### config.mk
export PLATFORM = sky130hd
export DESIGN_NAME = lcv_div_iter_flat
export DESIGN_NICKNAME = d
export VERILOG_FILES = /design/src/rtl/lcv_div_iter_if.sv /design/src/rtl/lcv_div_iter.sv /design/src/flat_wrapper.sv
export SDC_FILE = /design/constraint.sdc
export NUM_CORES = 1
export LEC_CHECK = 0
export BUFFER_PORTS_ARGS = -buffer_cell sky130_fd_sc_hd__buf_2
export CORE_MARGIN = 2
export CORE_UTILIZATION = 50
export DETAILED_ROUTE_END_ITERATION = 10
export GPL_ROUTABILITY_DRIVEN = 1
export GPL_TIMING_DRIVEN = 0
export PLACE_DENSITY = 0.72
export RECOVER_POWER = 100
export SLEW_MARGIN = 20
export SYNTH_ARGS = -nofsm -noshare
export SYNTH_HDL_FRONTEND = slang
export SYNTH_SLANG_ARGS = --single-unit
### constraint.sdc
create_clock -name clk -period 3 [get_ports clk]
set_input_delay 0.3 -clock clk [delete_from_list [all_inputs] [get_ports clk]]
set_output_delay 0.3 -clock clk [all_outputs]
set_load 0.005 [all_outputs]
### src/rtl/lcv_div_iter_if.sv
// Request/result handshake bundle for the iterative divider.
// The requester uses the master modport and the divider uses the slave modport.
interface lcv_div_iter_if #(
    parameter int WIDTH = 32
);
    logic             inp_valid;
    logic             inp_ready;
    logic [WIDTH-1:0] inp_a;
    logic [WIDTH-1:0] inp_b;
    logic             inp_signed;
    logic             outp_valid;
    logic             outp_ready;
    logic [WIDTH-1:0] outp_quot;
    logic [WIDTH-1:0] outp_rem;
    logic             outp_div_by_zero;

    modport master (
        output inp_valid, inp_a, inp_b, inp_signed, outp_ready,
        input  inp_ready, outp_valid, outp_quot, outp_rem, outp_div_by_zero
    );

    modport slave (
        input  inp_valid, inp_a, inp_b, inp_signed, outp_ready,
        output inp_ready, outp_valid, outp_quot, outp_rem, outp_div_by_zero
    );
endinterface

### src/rtl/lcv_div_iter.sv
// Radix-2 restoring divider: one quotient bit per cycle, fixed latency for every
// operand pair, including the divide-by-zero and signed-overflow cases.
module lcv_div_iter #(
    parameter int WIDTH = 32
) (
    input logic            clk,
    input logic            rst,
    lcv_div_iter_if.slave  bus
);
    localparam int CW = $clog2(WIDTH);
    localparam logic [CW-1:0]    LAST_BIT = CW'(WIDTH - 1);
    localparam logic [WIDTH-1:0] MIN_VAL  = {1'b1, {(WIDTH-1){1'b0}}};

    typedef enum logic [2:0] {IDLE, PREP, CALC, FIX, DONE} state_t;

    state_t           state_reg;
    logic [WIDTH-1:0] a_reg;
    logic [WIDTH-1:0] b_reg;
    logic             sgn_reg;
    logic [WIDTH-1:0] r_reg;
    logic [WIDTH-1:0] q_reg;
    logic [CW-1:0]    cnt_reg;
    logic             qneg_reg;
    logic             rneg_reg;
    logic             dz_reg;
    logic             ovf_reg;
    logic             ready_reg;
    logic             valid_reg;
    logic [WIDTH-1:0] quot_reg;
    logic [WIDTH-1:0] rem_reg;
    logic             dbz_reg;

    logic [WIDTH-1:0] a_mag;
    logic [WIDTH-1:0] b_mag;
    logic [WIDTH:0]   r_shift;
    logic [WIDTH:0]   trial;

    // Negating the most-negative value yields its own bit pattern, which is the
    // correct unsigned magnitude.
    assign a_mag   = (sgn_reg && a_reg[WIDTH-1]) ? -a_reg : a_reg;
    assign b_mag   = (sgn_reg && b_reg[WIDTH-1]) ? -b_reg : b_reg;
    assign r_shift = {r_reg, q_reg[WIDTH-1]};
    assign trial   = r_shift - {1'b0, b_reg};

    always_ff @(posedge clk) begin
        if (!rst) begin
            state_reg <= IDLE;
            a_reg     <= '0;
            b_reg     <= '0;
            sgn_reg   <= 1'b0;
            r_reg     <= '0;
            q_reg     <= '0;
            cnt_reg   <= '0;
            qneg_reg  <= 1'b0;
            rneg_reg  <= 1'b0;
            dz_reg    <= 1'b0;
            ovf_reg   <= 1'b0;
            ready_reg <= 1'b1;
            valid_reg <= 1'b0;
            quot_reg  <= '0;
            rem_reg   <= '0;
            dbz_reg   <= 1'b0;
        end else begin
            case (state_reg)
                IDLE: begin
                    if (bus.inp_valid) begin
                        a_reg     <= bus.inp_a;
                        b_reg     <= bus.inp_b;
                        sgn_reg   <= bus.inp_signed;
                        ready_reg <= 1'b0;
                        state_reg <= PREP;
                    end
                end
                PREP: begin
                    // a_reg keeps the original dividend for the divide-by-zero remainder.
                    qneg_reg  <= sgn_reg & (a_reg[WIDTH-1] ^ b_reg[WIDTH-1]);
                    rneg_reg  <= sgn_reg & a_reg[WIDTH-1];
                    dz_reg    <= (b_reg == '0);
                    ovf_reg   <= sgn_reg && (a_reg == MIN_VAL) && (b_reg == '1);
                    q_reg     <= a_mag;
                    b_reg     <= b_mag;
                    r_reg     <= '0;
                    cnt_reg   <= '0;
                    state_reg <= CALC;
                end
                CALC: begin
                    r_reg   <= trial[WIDTH] ? r_shift[WIDTH-1:0] : trial[WIDTH-1:0];
                    q_reg   <= {q_reg[WIDTH-2:0], ~trial[WIDTH]};
                    cnt_reg <= cnt_reg + 1'b1;
                    if (cnt_reg == LAST_BIT) begin
                        state_reg <= FIX;
                    end
                end
                FIX: begin
                    if (dz_reg) begin
                        quot_reg <= '1;
                        rem_reg  <= a_reg;
                        dbz_reg  <= 1'b1;
                    end else if (ovf_reg) begin
                        quot_reg <= MIN_VAL;
                        rem_reg  <= '0;
                        dbz_reg  <= 1'b0;
                    end else begin
                        quot_reg <= qneg_reg ? -q_reg : q_reg;
                        rem_reg  <= rneg_reg ? -r_reg : r_reg;
                        dbz_reg  <= 1'b0;
                    end
                    valid_reg <= 1'b1;
                    state_reg <= DONE;
                end
                DONE: begin
                    if (bus.outp_ready) begin
                        valid_reg <= 1'b0;
                        ready_reg <= 1'b1;
                        state_reg <= IDLE;
                    end
                end
                default: begin
                    state_reg <= IDLE;
                    ready_reg <= 1'b1;
                    valid_reg <= 1'b0;
                end
            endcase
        end
    end

    // Ready is held low for as long as reset is asserted.
    assign bus.inp_ready        = ready_reg & rst;
    assign bus.outp_valid       = valid_reg;
    assign bus.outp_quot        = quot_reg;
    assign bus.outp_rem         = rem_reg;
    assign bus.outp_div_by_zero = dbz_reg;
endmodule

### src/flat_wrapper.sv
// flat-port wrapper written by rule: the top's interface ports become plain ports
module lcv_div_iter_flat 
#(
    parameter int WIDTH = 32
)
  (clk, rst, bus_inp_valid, bus_inp_a, bus_inp_b, bus_inp_signed, bus_outp_ready, bus_inp_ready, bus_outp_valid, bus_outp_quot, bus_outp_rem, bus_outp_div_by_zero);
  lcv_div_iter_if #(.WIDTH(WIDTH)) bus_i ();
  input logic clk;
  input logic rst;
  input wire logic [$bits(bus_i.inp_valid)-1:0] bus_inp_valid;
  input wire logic [$bits(bus_i.inp_a)-1:0] bus_inp_a;
  input wire logic [$bits(bus_i.inp_b)-1:0] bus_inp_b;
  input wire logic [$bits(bus_i.inp_signed)-1:0] bus_inp_signed;
  input wire logic [$bits(bus_i.outp_ready)-1:0] bus_outp_ready;
  output wire logic [$bits(bus_i.inp_ready)-1:0] bus_inp_ready;
  output wire logic [$bits(bus_i.outp_valid)-1:0] bus_outp_valid;
  output wire logic [$bits(bus_i.outp_quot)-1:0] bus_outp_quot;
  output wire logic [$bits(bus_i.outp_rem)-1:0] bus_outp_rem;
  output wire logic [$bits(bus_i.outp_div_by_zero)-1:0] bus_outp_div_by_zero;
  assign bus_i.inp_valid = bus_inp_valid;
  assign bus_i.inp_a = bus_inp_a;
  assign bus_i.inp_b = bus_inp_b;
  assign bus_i.inp_signed = bus_inp_signed;
  assign bus_i.outp_ready = bus_outp_ready;
  assign bus_inp_ready = bus_i.inp_ready;
  assign bus_outp_valid = bus_i.outp_valid;
  assign bus_outp_quot = bus_i.outp_quot;
  assign bus_outp_rem = bus_i.outp_rem;
  assign bus_outp_div_by_zero = bus_i.outp_div_by_zero;
  lcv_div_iter #(.WIDTH(WIDTH)) u_core (.clk(clk), .rst(rst), .bus(bus_i));
endmodule
---- Yosys cells after proc, flatten, opt, wreduce, memory -nomap -nowiden ----
Index checks and enable logic that the tools add are counted.
word-level totals
  input port bits ......................... 69
  output and inout bits ................... 67
  logic and storage cells ................. 79
  register bits after elaboration ......... 208
cells by class
  add/sub/neg operators ................... 6
  mux-type cells .......................... 24
  reductions and logical operators ........ 15
  bitwise gates (word level) .............. 7
  eq/ne operators ......................... 11
operator list
  operator                                                         number
  32-bit two-way mux                                               10
  32-bit one-hot mux with 2 select lines                           3
  32-bit negator                                                   4
  32-bit == test, second input constant                            2
  33-bit by 32-bit subtractor with 33-bit output                   1
  32-bit logical NOT                                               1
  3-bit one-hot mux with 5 select lines                            1
  5-bit one-hot mux with 2 select lines                            1
  3-bit two-way mux                                                3
  3-bit AND reduction                                              3
  3-bit by 2-bit == test with 1-bit output, second input constant  2
  1-bit one-hot mux with 3 select lines                            2
  3-bit OR reduction                                               2
  5-bit by 1-bit adder with 5-bit output, second input constant    1
  5-bit == test, second input constant                             1
  1-bit logical AND                                                4
  1-bit two-way mux                                                4
  2-bit by 1-bit != test with 1-bit output, second input constant  2
  2-bit != test, second input constant                             2
  2-bit AND reduction                                              2
  2-bit nonzero test                                               2
  1-bit AND                                                        3
  3-bit by 1-bit == test with 1-bit output, second input constant  1
  3-bit == test, second input constant                             1
  other kinds (3)                                                  5

---- Depth between registers and ports, before layout ----
Gate-level depths: netlist (run 1).
  word-level depth ........................ 4
  depth in mapped cells ................... 14
  gate-level depth less buffers ........... 12

---- Least setup slack after synthesis (run 1) ----
Ideal clock, no wire load.
  path kind ............................... flip-flop to flip-flop
  from .................................... reg u_core.q_reg[31]
  to ...................................... reg u_core.r_reg[26]
  path slack .............................. -0.169 ns
  data required time ...................... 2.872 ns
  setup time .............................. 0.128 ns
  stages on the path, launching flop included .. 15
  period minus slack after synthesis ...... 3.169 ns
  path buffers ............................ 2
  arrival time ............................ 3.041 ns
  cells stage by stage .................... dfxtp_1 -> inv_1 -> ha_1 -> fa_1 -> nand2b_1 -> a21oi_1 -> o21ai_0 -> o31ai_1 -> a31oi_1 -> nor3_1 -> nand4bb_1 -> buf_2 -> buf_2 -> mux2i_1 -> o21ai_0
between the ends
  longest elaborated chain between the ends .. 3
RTL lines
  what                                            line                source
  from (decl)                                     lcv_div_iter.sv:21  logic [WIDTH-1:0] q_reg;
  from (signal assigned)                          lcv_div_iter.sv:80  q_reg <= a_mag;
  from (signal assigned)                          lcv_div_iter.sv:88  q_reg <= {q_reg[WIDTH-2:0], ~trial[WIDTH]};
  33-bit by 32-bit subtractor with 33-bit output  lcv_div_iter.sv:43  assign trial = r_shift - {1'b0, b_reg};
  32-bit two-way mux                              lcv_div_iter.sv:87  r_reg <= trial[WIDTH] ? r_shift[WIDTH-1:0] : trial[WIDTH-1:0];
  32-bit one-hot mux with 2 select lines          lcv_div_iter.sv:64  case (state_reg)
  to (signal assigned)                            lcv_div_iter.sv:87
  to (decl)                                       lcv_div_iter.sv:20  logic [WIDTH-1:0] r_reg;
No other way between the ends.
A chain may end at the register's enable or synchronous reset.

---- Worst setup path after layout (run 1) ----
  from .................................... reg u_core.q_reg[13]
  to ...................................... reg u_core.quot_reg[30], in the netlist u_core.bus.outp_quot[30]
between the ends
  longest elaborated chain between the ends .. 4
RTL lines
  what                  line                 source
  32-bit negator        lcv_div_iter.sv:104  quot_reg <= qneg_reg ? -q_reg : q_reg;
  32-bit two-way mux    lcv_div_iter.sv:104
  32-bit two-way mux    lcv_div_iter.sv:99   end else if (ovf_reg) begin
  32-bit two-way mux    lcv_div_iter.sv:95   if (dz_reg) begin
  to (signal assigned)  lcv_div_iter.sv:104
  to (decl)             lcv_div_iter.sv:29   logic [WIDTH-1:0] quot_reg;
No other way between the ends.

==> impl_metrics.json, run 1 <==
{
  "layout_common_cells": "196 x nand2_1, 188 x dfxtp_1, 158 x clkbuf_1",
  "min_to": "u_core.sgn_reg",
  "syn_area_per_cell_um2": 7.89,
  "rr_worst_depth": 8,
  "clock.fmax_mhz": 340,
  "drc": 0,
  "critPathTopFamily": "simple AND/OR/NAND/NOR gates",
  "critPathLaunchType": "flip-flop",
  "hp-class": "input pin to flip-flop",
  "final_area_um2": 15300,
  "grt_pass1_vias": 12200,
  "whs_path_depth": 3,
  "antenna_found_initial": 0,
  "grt_max_degree": 14,
  "antenna_left": 0,
  "design.core.area_um2": 25800,
  "antennaDiodeCount": 0,
  "required_ps": 3430,
  "place_hpwl_um": 32800,
  "dr.first_iter.drc_count": 1382,
  "place_ws_ps": -722,
  "yosysSeqAreaShare_pct": 32.0,
  "layout_commonest_cell": "nand2_1",
  "ys.flop_type": "dfxtp_1",
  "path_cells": "or4_1 > or3_1 > or4_4 > or3_4 > o21ai_1 > xor2_1 > o21ai_1 > o211a_1",
  "synth_edf_count": 0,
  "io_pins": 136,
  "gp_congestion": 0.953,
  "syn_nets": 1760,
  "cp.buffers_inverters": 0,
  "status": "complete, but fails checks",
  "vias": 13500,
  "yosysWarnings": 0,
  "drv_slew": 0,
  "setup_violations": 0,
  "clockRootBuffer": "clkbuf_16",
  "power.density_nw_per_um2": 509,
  "fin_ws_ps": 62.2,
  "fin_crit_ps": 2940,
  "cap_violations": 0,
  "worstHoldStart": "bus_inp_signed",
  "numPortBuffers": 135,
  "crit_fanout": 7,
  "grt.overflow.total": 0,
  "clkSinkCount": 208,
  "cts_tree": "yes",
  "cpMostUsedCell": "o21ai_1",
  "async_reset_ff_share_pct": 0,
  "reg2reg_from": "u_core.q_reg[13]",
  "cts_made_buffers": 24,
  "layout.nets": 1923,
  "dpl.cell_count": 2121,
  "grt_first_pass_wirelength_um": 66400,
  "clk-insertion-delay-late_ps": 550,
  "crit_path_max_incr_delay_ps": 590,
  "clock-skew-final_ps": 32.0,
  "p_leak_nw": 6.12,
  "first_pass_iters": 5,
  "tightest_slew_ps": 1230,
  "end_kind": "flip-flop",
  "htree_levels": 1,
  "fin_cells": 2167,
  "fin_crit_sh_pct": 97.9,
  "drive_above_1_share_pct": 12.3,
  "hold_slack_ps": -3.19,
  "synth_cell_type_count": 80,
  "synth_seq_cells": 208,
  "hold_viol": 1,
  "avgRoutedWirePerCell_um": 20.1,
  "die-width_um": 165,
  "rows": 59,
  "grt_usage_pct": 30.9,
  "r2r-end": "u_core.bus.outp_quot[30]",
  "drt-total-wl_um": 43600,
  "clk_path_buf_depth": 3,
  "slew_headroom_pct": 17.0,
  "slowest_stage": "or4_1",
  "vdd_drop_max_mv": 0.333,
  "synth_area_um2": 13000,
  "r2r_setup_slack_ps": 60,
  "initial_core_util_pct": 50.4,
  "clk_pin_slew_ps": 60,
  "critPathKind": "flip-flop to flip-flop",
  "area_growth_pct": 17.2,
  "die_y_um": 165,
  "violations": "hold timing",
  "netlist_instances": 1651,
  "routed_via_density": 6.21,
  "dpl_cell_area_um2": 14100,
  "arrival_ps": 3370,
  "dieArea_um2": 27400
}
## tightest hold or removal path, cell delays in order
cell and delay (ps):
buf_2 90, nand2_1 40, a21boi_0 60
## through the flow
| stage | utilization, % | total power, mW | setup TNS (ps) |
|---|---|---|---|
| floorplan | - | 4.20 | 0 |
| global placement | 54.7 | 4.67 | -20210 |
| global route | 59.1 | 8.07 | -62.8 |
| detailed placement | 54.7 | 4.70 | -21340 |
| CTS | 58.4 | 7.64 | 0 |
| finish | 59.1 | 7.77 | 0 |
## cell usage after synthesis (all sizes together), types with 21 or more instances
| library cell | instances | share of area, % |
|---|---|---|
| o211a | 21 | 1.6 |
| dfxtp | 208 | 32 |
| xor2 | 57 | 3.8 |
| nand2 | 197 | 5.7 |
| xnor2 | 59 | 4.0 |
| a21oi | 88 | 3.4 |
| clkbuf | 106 | 3.1 |
| and3 | 38 | 1.8 |
| inv | 52 | 1.5 |
| or4 | 21 | 1.3 |
| o21ai | 164 | 6.3 |
| ha | 39 | 3.7 |
| nand3 | 22 | 0.85 |
| nor3 | 41 | 1.7 |
| a22oi | 37 | 2.1 |
| and2 | 46 | 2.2 |
| nor2b | 49 | 2.4 |
| nor2 | 77 | 2.2 |
| a221oi | 32 | 2.2 |
| mux2i | 34 | 2.6 |
| a21boi | 48 | 2.8 |
## power by group
part	switching [mW]	internal (mW)
clock network	1.24	1.69
logic	1.10	0.679
registers	0.182	2.88
## layer usage
metal  GRT usage, %  part of all wire [%]  vias up
li1               -                     -     6289
met1           45.4                    44     6328
met2           45.9                    43      730
met3           4.67                    10      104
met4           10.3                   3.4        0
met5              0                     0        -
## layout make-up
class / count / area, µm²
Buffer: 107 / 459
Clock buffer: 34 / 688
Tap cell: 335 / 419
Clock inverter: 10 / 91.3
Multi-Input combinational cell: 1275 / 8530
Fill cell: 2396 / 10600
Inverter: 52 / 195
Sequential cell: 208 / 4190
Timing Repair Buffer: 146 / 693
## what timing repair did
action | 4_1_cts | 5_1_grt
endpoints found under the setup margin | 36 | 61
endpoints found under the hold margin | 2 | 0
gates resized for setup | 34 | 61
pin swaps | 7 | 11
hold buffers | 2 | 0
buffers inserted | 3 | 6
## how the worst max path moves through the flow
stage                          start                       end  slack (ps)  cells past startpoint
floorplan           u_core.q_reg[31]          u_core.r_reg[26]           7                     14
global placement    u_core.q_reg[31]          u_core.r_reg[30]        -720                     14
detailed placement  u_core.q_reg[31]          u_core.r_reg[30]        -720                     14
CTS                 u_core.b_reg[16]           u_core.r_reg[1]           6                     14
global route         u_core.b_reg[1]          u_core.b_reg[30]         -50                     11
finish              u_core.q_reg[13]  u_core.bus.outp_quot[30]          60                      8
## kinds of logic after synthesis
kind of cell               Yosys count  share of synthesized area [%]
and+or+nand+nor                    572                           22.7
AOI/OAI and AO/OA                  512                           26.0
DFF                                208                           32.0
buffers and inverters              168                           4.94
xor gates and xnor gates           116                           7.80
adders and majority gates           40                           3.90
muxes                               35                           2.70
(Power assumes the default switching activity.)
==> inputs of run 2 (changes only) <==
- GPL_TIMING_DRIVEN: 0 -> not set
==> run 2 against run 1 <==
Effect of this change: the flow now finishes without violations; global-route usage shrank 2.4 points; register-to-register slack improved by 30 ps; combinational power grew 2%; clock power up 6%; sequential share of layout area down 0.46 points; total power is 1.9% higher; hold slack improved by 18 ps; maximum frequency grew 1.0%; via count shrank 2.3%; sequential cell count did not move.
==> impl_metrics.json, run 2 (synthesis results as in run 1) <==
{
  "grt_usage_pct": 28.5,
  "fin_crit_ps": 2910,
  "power.density_nw_per_um2": 513,
  "gp_congestion": 0.933,
  "drive_above_1_share_pct": 14.7,
  "cts_tree": "yes",
  "die_y_um": 165,
  "layout_commonest_cell": "dfxtp_1",
  "arrival_ps": 3310,
  "met1_length_um": 18200,
  "grt_pass1_vias": 11800,
  "htree_levels": 1,
  "hp-class": "input pin to flip-flop",
  "end_kind": "flip-flop",
  "dr.first_iter.drc_count": 1189,
  "holdBufCountCts": 0,
  "clk_path_buf_depth": 3,
  "critPathLaunchType": "flip-flop",
  "avgRoutedWirePerCell_um": 18.5,
  "clock.fmax_mhz": 344,
  "critPathKind": "flip-flop to flip-flop",
  "layout.nets": 1917,
  "grt_first_pass_wirelength_um": 62700,
  "nFillCells": 2373,
  "setup_violations": 0,
  "area_growth_pct": 18.5,
  "cts_made_buffers": 24,
  "die-width_um": 165,
  "regArea_um2": 4170,
  "first_pass_iters": 5,
  "clk-insertion-delay-late_ps": 540,
  "initial_core_util_pct": 50.4,
  "clkSinkCount": 208,
  "grt_max_degree": 73,
  "fin_crit_sh_pct": 96.9,
  "tightest_slew_ps": 1280,
  "required_ps": 3400,
  "p_leak_nw": 6.44,
  "wl_met3_um": 3070,
  "cap_violations": 0,
  "r2r_setup_slack_ps": 90,
  "final_area_um2": 15400,
  "drt-total-wl_um": 40000,
  "vdd_drop_max_mv": 0.365,
  "antenna_left": 0,
  "wl_met2_um": 17700,
  "layout_common_cells": "207 x dfxtp_1, 196 x nand2_1, 156 x o21ai_0",
  "drc": 0,
  "antenna_found_initial": 0,
  "vias": 13100,
  "grt_setup_unrepaired": "true",
  "status": "completed",
  "io_pins": 136,
  "antennaDiodeCount": 0,
  "place_hpwl_um": 29000,
  "numPortBuffers": 135,
  "clockRootBuffer": "clkbuf_16",
  "post-route-util_pct": 59.7,
  "clk_pin_slew_ps": 60,
  "rows": 59,
  "drv_slew": 0,
  "routed_via_density": 6.08,
  "dpl_cell_area_um2": 14600,
  "hold_viol": 0,
  "crit_fanout": 17,
  "clock-skew-final_ps": 11.0,
  "grt.overflow.total": 0,
  "design.core.area_um2": 25800,
  "slew_headroom_pct": 14.9,
  "multi_input_area_um2": 8380,
  "dieArea_um2": 27400,
  "highest_layer": "met4"
}
## run 2: cell types whose count changed in the layout (fill, tap and decap cells not counted), sizes merged
cell | before | now
bufinv | 1 | 3
clkinv | 7 | 2
buf | 96 | 180
clkinvlp | 2 | 0
clkbuf | 189 | 105
dlygate4sd3 | 2 | 0
## run 2: worst paths after layout
path                                from                           to  cells past startpoint
max                     u_core.q_reg[31]              u_core.r_reg[8]                     13
min                        bus_inp_a[28]             u_core.a_reg[28]                      3
max reg2reg             u_core.q_reg[31]              u_core.r_reg[8]                     13
min reg2reg  u_core.bus.outp_div_by_zero  u_core.bus.outp_div_by_zero                      2
## run 2: routing by layer
layer / track usage [%] / vias up
met4: 8.54 / 0
met3: 3.72 / 69
li1: - / 6275
met5: 0 / -
met2: 44.3 / 516
met1: 41.2 / 6277
## run 2: per-stage QoR
step / hold WS [ps] / setup slack, ps / setup TNS (ps) / power (mW) / instances
2_1_floorplan: 432 / 6.98 / 0 / 4.20 / 1651
3_3_place_gp: 455 / -111 / -688 / 4.75 / 2114
3_5_place_dp: 460 / -222 / -4560 / 4.79 / 2114
4_1_cts: 7.42 / 32.7 / 0 / 7.88 / 2160
5_1_grt: 16.3 / -49.2 / -568 / 8.24 / 2160
6_report: 14.6 / 91.8 / 0 / 7.92 / 2160
## run 2: repair_timing
item,CTS,global route
pin swaps,5,1
resized for setup,5,26
setup buffers,3,0
endpoints found under the setup margin,33,43
## run 2: critical path, cell delays in order, from the launching register on
cell	delay, ps
dfxtp_1	340
inv_1	60
ha_1	210
fa_2	350
nand2b_4	160
a21oi_4	200
o21ai_4	100
o31ai_4	250
a31oi_4	160
nor3_2	190
nand4bb_4	240
buf_12	180
mux2i_1	210
o21ai_0	100
## run 2: power breakdown
part / internal, mW / switching, mW / total (mW)
Sequential: 2.88 / 0.131 / 3.01
Combinational: 0.727 / 1.09 / 1.82
Clock: 1.88 / 1.21 / 3.09
## run 2: layout make-up
cell class	instances	area share, %
clock buffers	38	4.62
clock inverters	5	0.722
inverters	52	1.26
multi-input cells	1275	54.3
flip-flops and latches	208	27.0
well taps	335	2.72
repair buffers	247	9.39
